$ cat src/rtl/comet_ii_mem_arbiter.sv
// comet_ii_mem_arbiter
// Shares one single-port memory between the COMET II core and an external
// master (loader/debug). One access at a time: IDLE arbitrates, ACCESS
// issues the strobe for exactly one cycle, and RWAIT counts out the fixed
// read latency before returning read data to the owner.
//
// Build option: define COMET_II_ARB_RR_EN for round-robin arbitration.
// Left undefined, the CPU has fixed priority and the external master is
// guaranteed a win after STARVE_MAX consecutive lost arbitrations.
module comet_ii_mem_arbiter #(
  parameter int RD_LAT     = 1,  // cycles from mem_en to valid mem_rdata (1..3)
  parameter int STARVE_MAX = 4   // ext losses before it is forced to win (1..15)
) (
  input  logic        mclk,
  input  logic        rst,
  input  logic        cpu_req,
  input  logic        cpu_we,
  input  logic [15:0] cpu_adr,
  input  logic [15:0] cpu_wdata,
  output logic        cpu_gnt,
  output logic        cpu_rvalid,
  output logic [15:0] cpu_rdata,
  input  logic        ext_req,
  input  logic        ext_we,
  input  logic [15:0] ext_adr,
  input  logic [15:0] ext_wdata,
  output logic        ext_gnt,
  output logic        ext_rvalid,
  output logic [15:0] ext_rdata,
  output logic        mem_en,
  output logic        mem_we,
  output logic [15:0] mem_adr,
  output logic [15:0] mem_wdata,
  input  logic [15:0] mem_rdata,
  output logic        busy
);

  typedef enum logic [1:0] {
    S_IDLE   = 2'd0,
    S_ACCESS = 2'd1,
    S_RWAIT  = 2'd2
  } state_t;

  localparam logic [1:0] LAT_INIT   = 2'(RD_LAT);
  localparam logic [3:0] STARVE_LIM = 4'(STARVE_MAX);

  state_t      state_q, state_d;
  logic        owner_ext_q, owner_ext_d;   // 1: current access belongs to ext
  logic        we_q, we_d;
  logic [15:0] adr_q, adr_d;
  logic [15:0] wdata_q, wdata_d;
  logic [1:0]  lat_q, lat_d;               // read cycles still to wait
  logic [3:0]  starve_q, starve_d;         // consecutive ext losses
  logic        last_ext_q, last_ext_d;     // 1: ext won the last arbitration
  logic [15:0] cpu_rdata_q, cpu_rdata_d;
  logic [15:0] ext_rdata_q, ext_rdata_d;
  logic        any_req;
  logic        ext_win;

  // Arbitration decision for the current IDLE cycle.
  always_comb begin
    any_req = cpu_req | ext_req;
`ifdef COMET_II_ARB_RR_EN
    // Tie goes to whichever master did not win last time.
    ext_win = ext_req & (~cpu_req | ~last_ext_q);
`else
    // CPU first, unless ext has already lost STARVE_MAX times in a row.
    ext_win = ext_req & (~cpu_req | (starve_q == STARVE_LIM));
`endif
  end

  // Next-state logic and access handshakes.
  always_comb begin
    state_d     = state_q;
    owner_ext_d = owner_ext_q;
    we_d        = we_q;
    adr_d       = adr_q;
    wdata_d     = wdata_q;
    lat_d       = lat_q;
    starve_d    = starve_q;
    last_ext_d  = last_ext_q;
    cpu_gnt     = 1'b0;
    ext_gnt     = 1'b0;
    cpu_rvalid  = 1'b0;
    ext_rvalid  = 1'b0;
    mem_en      = 1'b0;
    mem_we      = 1'b0;

    case (state_q)
      S_IDLE: begin
        if (any_req) begin
          owner_ext_d = ext_win;
          last_ext_d  = ext_win;
          we_d        = ext_win ? ext_we    : cpu_we;
          adr_d       = ext_win ? ext_adr   : cpu_adr;
          wdata_d     = ext_win ? ext_wdata : cpu_wdata;
`ifndef COMET_II_ARB_RR_EN
          // Only a real loss (ext asking, CPU winning) counts as starvation.
          if (ext_win) begin
            starve_d = 4'd0;
          end else if (ext_req) begin
            starve_d = starve_q + 4'd1;
          end
`endif
          state_d = S_ACCESS;
        end
      end

      S_ACCESS: begin
        mem_en  = 1'b1;
        mem_we  = we_q;
        cpu_gnt = ~owner_ext_q;
        ext_gnt = owner_ext_q;
        if (we_q) begin
          state_d = S_IDLE;
        end else begin
          lat_d   = LAT_INIT;
          state_d = S_RWAIT;
        end
      end

      S_RWAIT: begin
        // Counter value 1 marks the RD_LAT-th cycle after ACCESS.
        if (lat_q == 2'd1) begin
          cpu_rvalid = ~owner_ext_q;
          ext_rvalid = owner_ext_q;
          lat_d      = 2'd0;
          state_d    = S_IDLE;
        end else begin
          lat_d = lat_q - 2'd1;
        end
      end

      default: state_d = S_IDLE;
    endcase

    // Read data passes straight through on rvalid, otherwise holds.
    cpu_rdata_d = cpu_rvalid ? mem_rdata : cpu_rdata_q;
    ext_rdata_d = ext_rvalid ? mem_rdata : ext_rdata_q;
    cpu_rdata   = cpu_rdata_d;
    ext_rdata   = ext_rdata_d;
    mem_adr     = adr_q;
    mem_wdata   = wdata_q;
    busy        = (state_q != S_IDLE);
  end

  // State and datapath registers; reset drops any outstanding read.
  always_ff @(posedge mclk or negedge rst) begin
    if (!rst) begin
      state_q     <= S_IDLE;
      owner_ext_q <= 1'b0;
      we_q        <= 1'b0;
      adr_q       <= 16'd0;
      wdata_q     <= 16'd0;
      lat_q       <= 2'd0;
      starve_q    <= 4'd0;
      last_ext_q  <= 1'b1;
      cpu_rdata_q <= 16'd0;
      ext_rdata_q <= 16'd0;
    end else begin
      state_q     <= state_d;
      owner_ext_q <= owner_ext_d;
      we_q        <= we_d;
      adr_q       <= adr_d;
      wdata_q     <= wdata_d;
      lat_q       <= lat_d;
      starve_q    <= starve_d;
      last_ext_q  <= last_ext_d;
      cpu_rdata_q <= cpu_rdata_d;
      ext_rdata_q <= ext_rdata_d;
    end
  end

endmodule

$ cat config.mk
export PLATFORM = sky130hd
export DESIGN_NAME = comet_ii_mem_arbiter
export DESIGN_NICKNAME = d
export VERILOG_FILES = /design/src/rtl/comet_ii_mem_arbiter.sv
export SDC_FILE = /design/constraint.sdc
export NUM_CORES = 1
export LEC_CHECK = 0
export ABC_AREA = 1
export CAP_MARGIN = 5
export CELL_PAD_IN_SITES_DETAIL_PLACEMENT = 1
export CELL_PAD_IN_SITES_GLOBAL_PLACEMENT = 1
export CORE_ASPECT_RATIO = 0.75
export CORE_MARGIN = 2
export CORE_UTILIZATION = 26
export CTS_BUF_LIST = sky130_fd_sc_hd__clkbuf_8
export DETAILED_ROUTE_END_ITERATION = 6
export HOLD_SLACK_MARGIN = 0.03
export PLACE_DENSITY = 0.7
export SYNTH_ARGS = -nofsm -noshare
export SYNTH_HDL_FRONTEND = slang
export SYNTH_SLANG_ARGS = --single-unit
$ cat constraint.sdc
create_clock -name mclk -period 2.2 [get_ports mclk]
set_clock_uncertainty 0.2 [all_clocks]
set_input_delay 0.44 -clock mclk [delete_from_list [all_inputs] [get_ports mclk]]
set_output_delay 0.44 -clock mclk [all_outputs]
set_load 0.05 [all_outputs]
# --- Word level (Yosys, flattened, before mapping) ---
# Cells that the tools add are included.
classes:
  add_sub_neg: 2
  eq_ne: 7
  n_mux: 22
  n_bitwise: 5
  reduce_logical: 8
op_table:
  columns: ["op", "n"]
  rows:
  - ["16-bit two-way mux", 4]
  - ["2-bit two-way mux", 5]
  - ["1-bit two-way mux", 9]
  - ["4-bit two-way mux", 2]
  - ["2-bit != test, second input constant", 3]
  - ["2-bit one-hot mux with 3 select lines", 1]
  - ["2-bit AND reduction", 3]
  - ["2-bit nonzero test", 3]
  - ["4-bit by 1-bit adder with 4-bit output, second input constant", 1]
  - ["2-bit by 1-bit == test with 1-bit output, second input constant", 2]
  - ["4-bit by 3-bit == test with 1-bit output, second input constant", 1]
  - ["2-bit one-hot mux with 2 select lines", 1]
  - ["3-bit AND reduction", 1]
  - ["2-bit == test, second input constant", 1]
  - ["2-bit zero test", 1]
  - ["1-bit inverter", 2]
  - ["1-bit OR", 2]
  - ["2-bit by 1-bit subtractor with 2-bit output, second input constant", 1]
  - ["1-bit bitwise AND", 1]
word_totals:
  regBits: 74
  inputBits: 86

# --- Depth between registers and ports, before layout ---
logic_depth:
  ltp_word: 5
  ltp_mapped: 9
  mapped_depth_nobuf: 8

# --- Worst setup path before layout ---
# OpenSTA, ideal clock, no wires.
synth_path:
  path_type: "register -> output"
  startpoint: "register lat_q[1]"
  endpoint: "output port cpu_rdata[13]"
  arrival_ps: 2062
  required_ps: 1560
  path_slack_ps: -502
  path_stages_with_launch: 6
  path_buffers: 1
  cell_sequence: "dfrtp_1 -> inv_1 -> ha_1 -> nand3_4 -> buf_6 -> o21ai_0"
synth_between:
  elab_chain_cells: 4
synth_rtl:
  columns: ["item", "line_no", "rtl"]
  rows:
  - ["start, declared", "52", "logic [1:0] lat_q, lat_d;"]
  - ["start signal, assigned", "166", "lat_q <= lat_d;"]
  - ["2-bit by 1-bit == test with 1-bit output", "124", "if (lat_q == 2'd1) begin"]
  - ["1-bit two-way mux", "124", null]
  - ["1-bit two-way mux", "89", "case (state_q)"]
  - ["16-bit two-way mux", "138", "cpu_rdata_d = cpu_rvalid ? mem_rdata : cpu_rdata_q;"]
  - ["end, declared", "22", "output logic [15:0] cpu_rdata,"]
# No other way between the ends.

# --- Worst setup path after layout ---
layout_path:
  startpoint: "register lat_q[1]"
  endpoint: "output port ext_rdata[7]"
layout_between:
  elab_chain_cells: 4
layout_rtl:
  columns: ["item", "line_no", "rtl"]
  rows:
  - ["2-bit by 1-bit == test with 1-bit output", "124", null]
  - ["1-bit two-way mux", "124", null]
  - ["1-bit two-way mux", "89", null]
  - ["16-bit two-way mux", "139", "ext_rdata_d = ext_rvalid ? mem_rdata : ext_rdata_q;"]
  - ["end, declared", "29", "output logic [15:0] ext_rdata,"]
# No other way between the ends.

==> impl_metrics.ini <==
[routing]
routed_via_density = 4.350
drc = 0
route.vias.total = 3567
route.antenna.remaining_nets = 0
drt-total-wl_um = 12300
routedWlPerCell_um = 15.00
dr.pass1.iters = 4
drt_iter0_drc = 82

[critical_path]
cp.arrival_ns = 1.81
r2r_slack_ns = 0.42
r2r_start = starve_q[0]
cp-start-kind = register
reg2reg_to = mem_adr[10]
required_ns = 1.56
worstSetupPathType = reg2out
worstSetupEndpointType = output port
rr_worst_depth = 8
cp_max_fo = 8

[timing]
fin_crit_sh_pct = 111.3
hold-worst-slack_ns = 0.2882
relSlewSlack_pct = 64.35
fmax_ghz = 0.4085
finalHoldViolations = 0
worst_slack_ns = -0.2480
setup_viol = 34
rsz0062_at_grt = yes
min_period_ns = 2.448
drv_slew = 0
worst_pin_slew_ns = 0.5338

[cts]
clock_latency_ns = 0.35
tritoncts = done
htreeDepth = 3
root_buffer = clkbuf_8
cts_inserted_buffers = 9
clkSlewWorstSetupHoldPaths_ns = 0.08
cts.sinks = 74
cts_buffer_depth = 2

[yosys]
synth_area_per_cell_sq_um = 7.939
syn_area_sq_um = 3684
synthCells = 464
syn-num-nets = 553
synth_area_leaders = dfrtp_1 (50%), nand2_1 (14%), inv_1 (9.7%)
synth_top_area_share_pct = 50.27
synth_seq_cells = 74
yosysSeqAreaShare_pct = 50.27
yosysUniqueCellTypes = 22
synth_top_area_cell = dfrtp_1
yosys_warnings = 0

[power_and_ir_drop]
p_total_mw = 10.91
ir_worst_vdd_mv = 0.5600
powerDensity_nw_per_um2 = 1647
leakagePower_nw = 3.463

[flow_run]
cap_violations = 0

[global_routing]
track_usage_pct = 16.99
grt_start_max_net_pins = 43
grt_overflow = 0
antenna_found_initial = 0
grt_pass1_vias = 3985
grt_pass1_wl_um = 20330

[floorplan]
die_w_um = 141.4
die_area_sq_um = 15150
row_count = 37
die_h_um = 107.1
fp.coreArea_sq_um = 13800
ioPinCount = 157
start_util_pct = 26.70

[layout]
final_util_pct = 48.00
area_delta_synth_final_pct = 79.79
nets = 729
drive_above_1_share_pct = 23.57
final_cell_mix = nand2_1 (133), inv_1 (93), clkdlybuf4s50_1 (85), dfrtp_1 (74), nand3_1 (70)
final_common_cell = nand2_1
fillerInstances = 1580
finalNonFillerCells = 820
register_area_sq_um = 1852
multi_input_area_sq_um = 1629
fin_area_sq_um = 6623
antenna_cells = 0

[outcome]
status = finished with violations
violations = setup timing

[min_path]
hold_start = mem_adr[5]
hold_end = mem_adr[5]
hold_path_class = reg2reg
holdPathStages = 2

[placement]
placed_area_sq_um = 5933
place.gp.congestion = 0.7664
place_hpwl_um = 8993
dp.cells = 787
numPortBuffers = 156
[critical path, stage by stage (launching register included)]
cell and delay (ns):
dfrtp_1 0.40, inv_2 0.08, ha_4 0.15, buf_6 0.10, nand3_4 0.16, buf_16 0.23, o21ai_4 0.18, buf_12 0.16
[power by group]
group	internal (mW)	total, mW	switching [mW]
clock	0.671	1.20	0.526
combinational	2.88	7.29	4.41
sequential	2.04	2.42	0.382
[layout make-up]
class,instances,share of cell area (%)
inverter,98,5.630
clock buffer,10,2.078
tap,175,3.306
timing repair buffer,187,35.07
multi-input combinational,270,24.60
sequential,74,27.96
clock inverter,6,1.360
[timing repair]
item | CTS | global route
endpoints found under the setup margin | 46 | 50
hold buffers | 1 | 0
setup buffers | 4 | 9
cloned | 3 | 0
pin swaps | 4 | 1
resized for setup | 50 | 25
endpoints found under the hold margin | 32 | 0
[cells by family after synthesis]
kind of cell    synth area share (%)
compound gates                 5.163
fa+ha+maj                      1.019
buf+inv                        15.15
flops                          50.27
simple gates                   28.40
[synthesized netlist by cell type]
| cell | instances |
|---|---|
| nand4_1 | 2 |
| o21ai_0 | 27 |
| nand2_4 | 2 |
| inv_1 | 95 |
| nor2_1 | 4 |
| nand3_2 | 1 |
| o21ai_1 | 11 |
| nand2_2 | 1 |
| buf_6 | 10 |
| inv_4 | 1 |
| nand3b_1 | 1 |
| dfrtp_1 | 74 |
| nor2_8 | 1 |
| buf_2 | 3 |
| ha_1 | 3 |
| nand3_4 | 2 |
| nor2_4 | 3 |
| inv_2 | 2 |
| buf_4 | 7 |
| nand3_1 | 70 |
| nand2_1 | 142 |
| clkbuf_1 | 2 |
[registers in the layout, summed over array words and instances, names as in the netlist]
name	cells
cpu_rdata_q	16
ext_rdata_q	16
mem_adr	16
mem_wdata	16
starve_q	4
lat_q	2
state_q	2
owner_ext_q	1
we_q	1
[worst max path at each step]
stage,startpoint,end,slack (ns),cells past startpoint
floorplan,state_q[0],cpu_gnt,-0.15,4
global placement,lat_q[0],ext_rdata[1],0.15,7
detailed placement,lat_q[0],ext_rdata[14],0.09,7
CTS,lat_q[1],ext_rdata[0],-0.29,7
global route,owner_ext_q,cpu_rdata[10],-0.35,5
finish,lat_q[1],ext_rdata[7],-0.25,7
[routing by layer]
metal	track usage (%)	wire length [um]	up-vias
li1	-	-	1756
met1	21.53	5507	1719
met2	29.58	6115	84
met3	4.332	593	8
met4	3.214	80	0
met5	0	0	-
[stage by stage]
step / setup TNS [ns] / setup WS, ns
after global placement: 0 / 0.1476
after global routing: -10.84 / -0.3548
after detailed placement: 0 / 0.09275
final: -7.348 / -0.2480
after CTS: -8.019 / -0.2866
after floorplan: -0.5557 / -0.1452
Power figures use the tool's default switching activity.
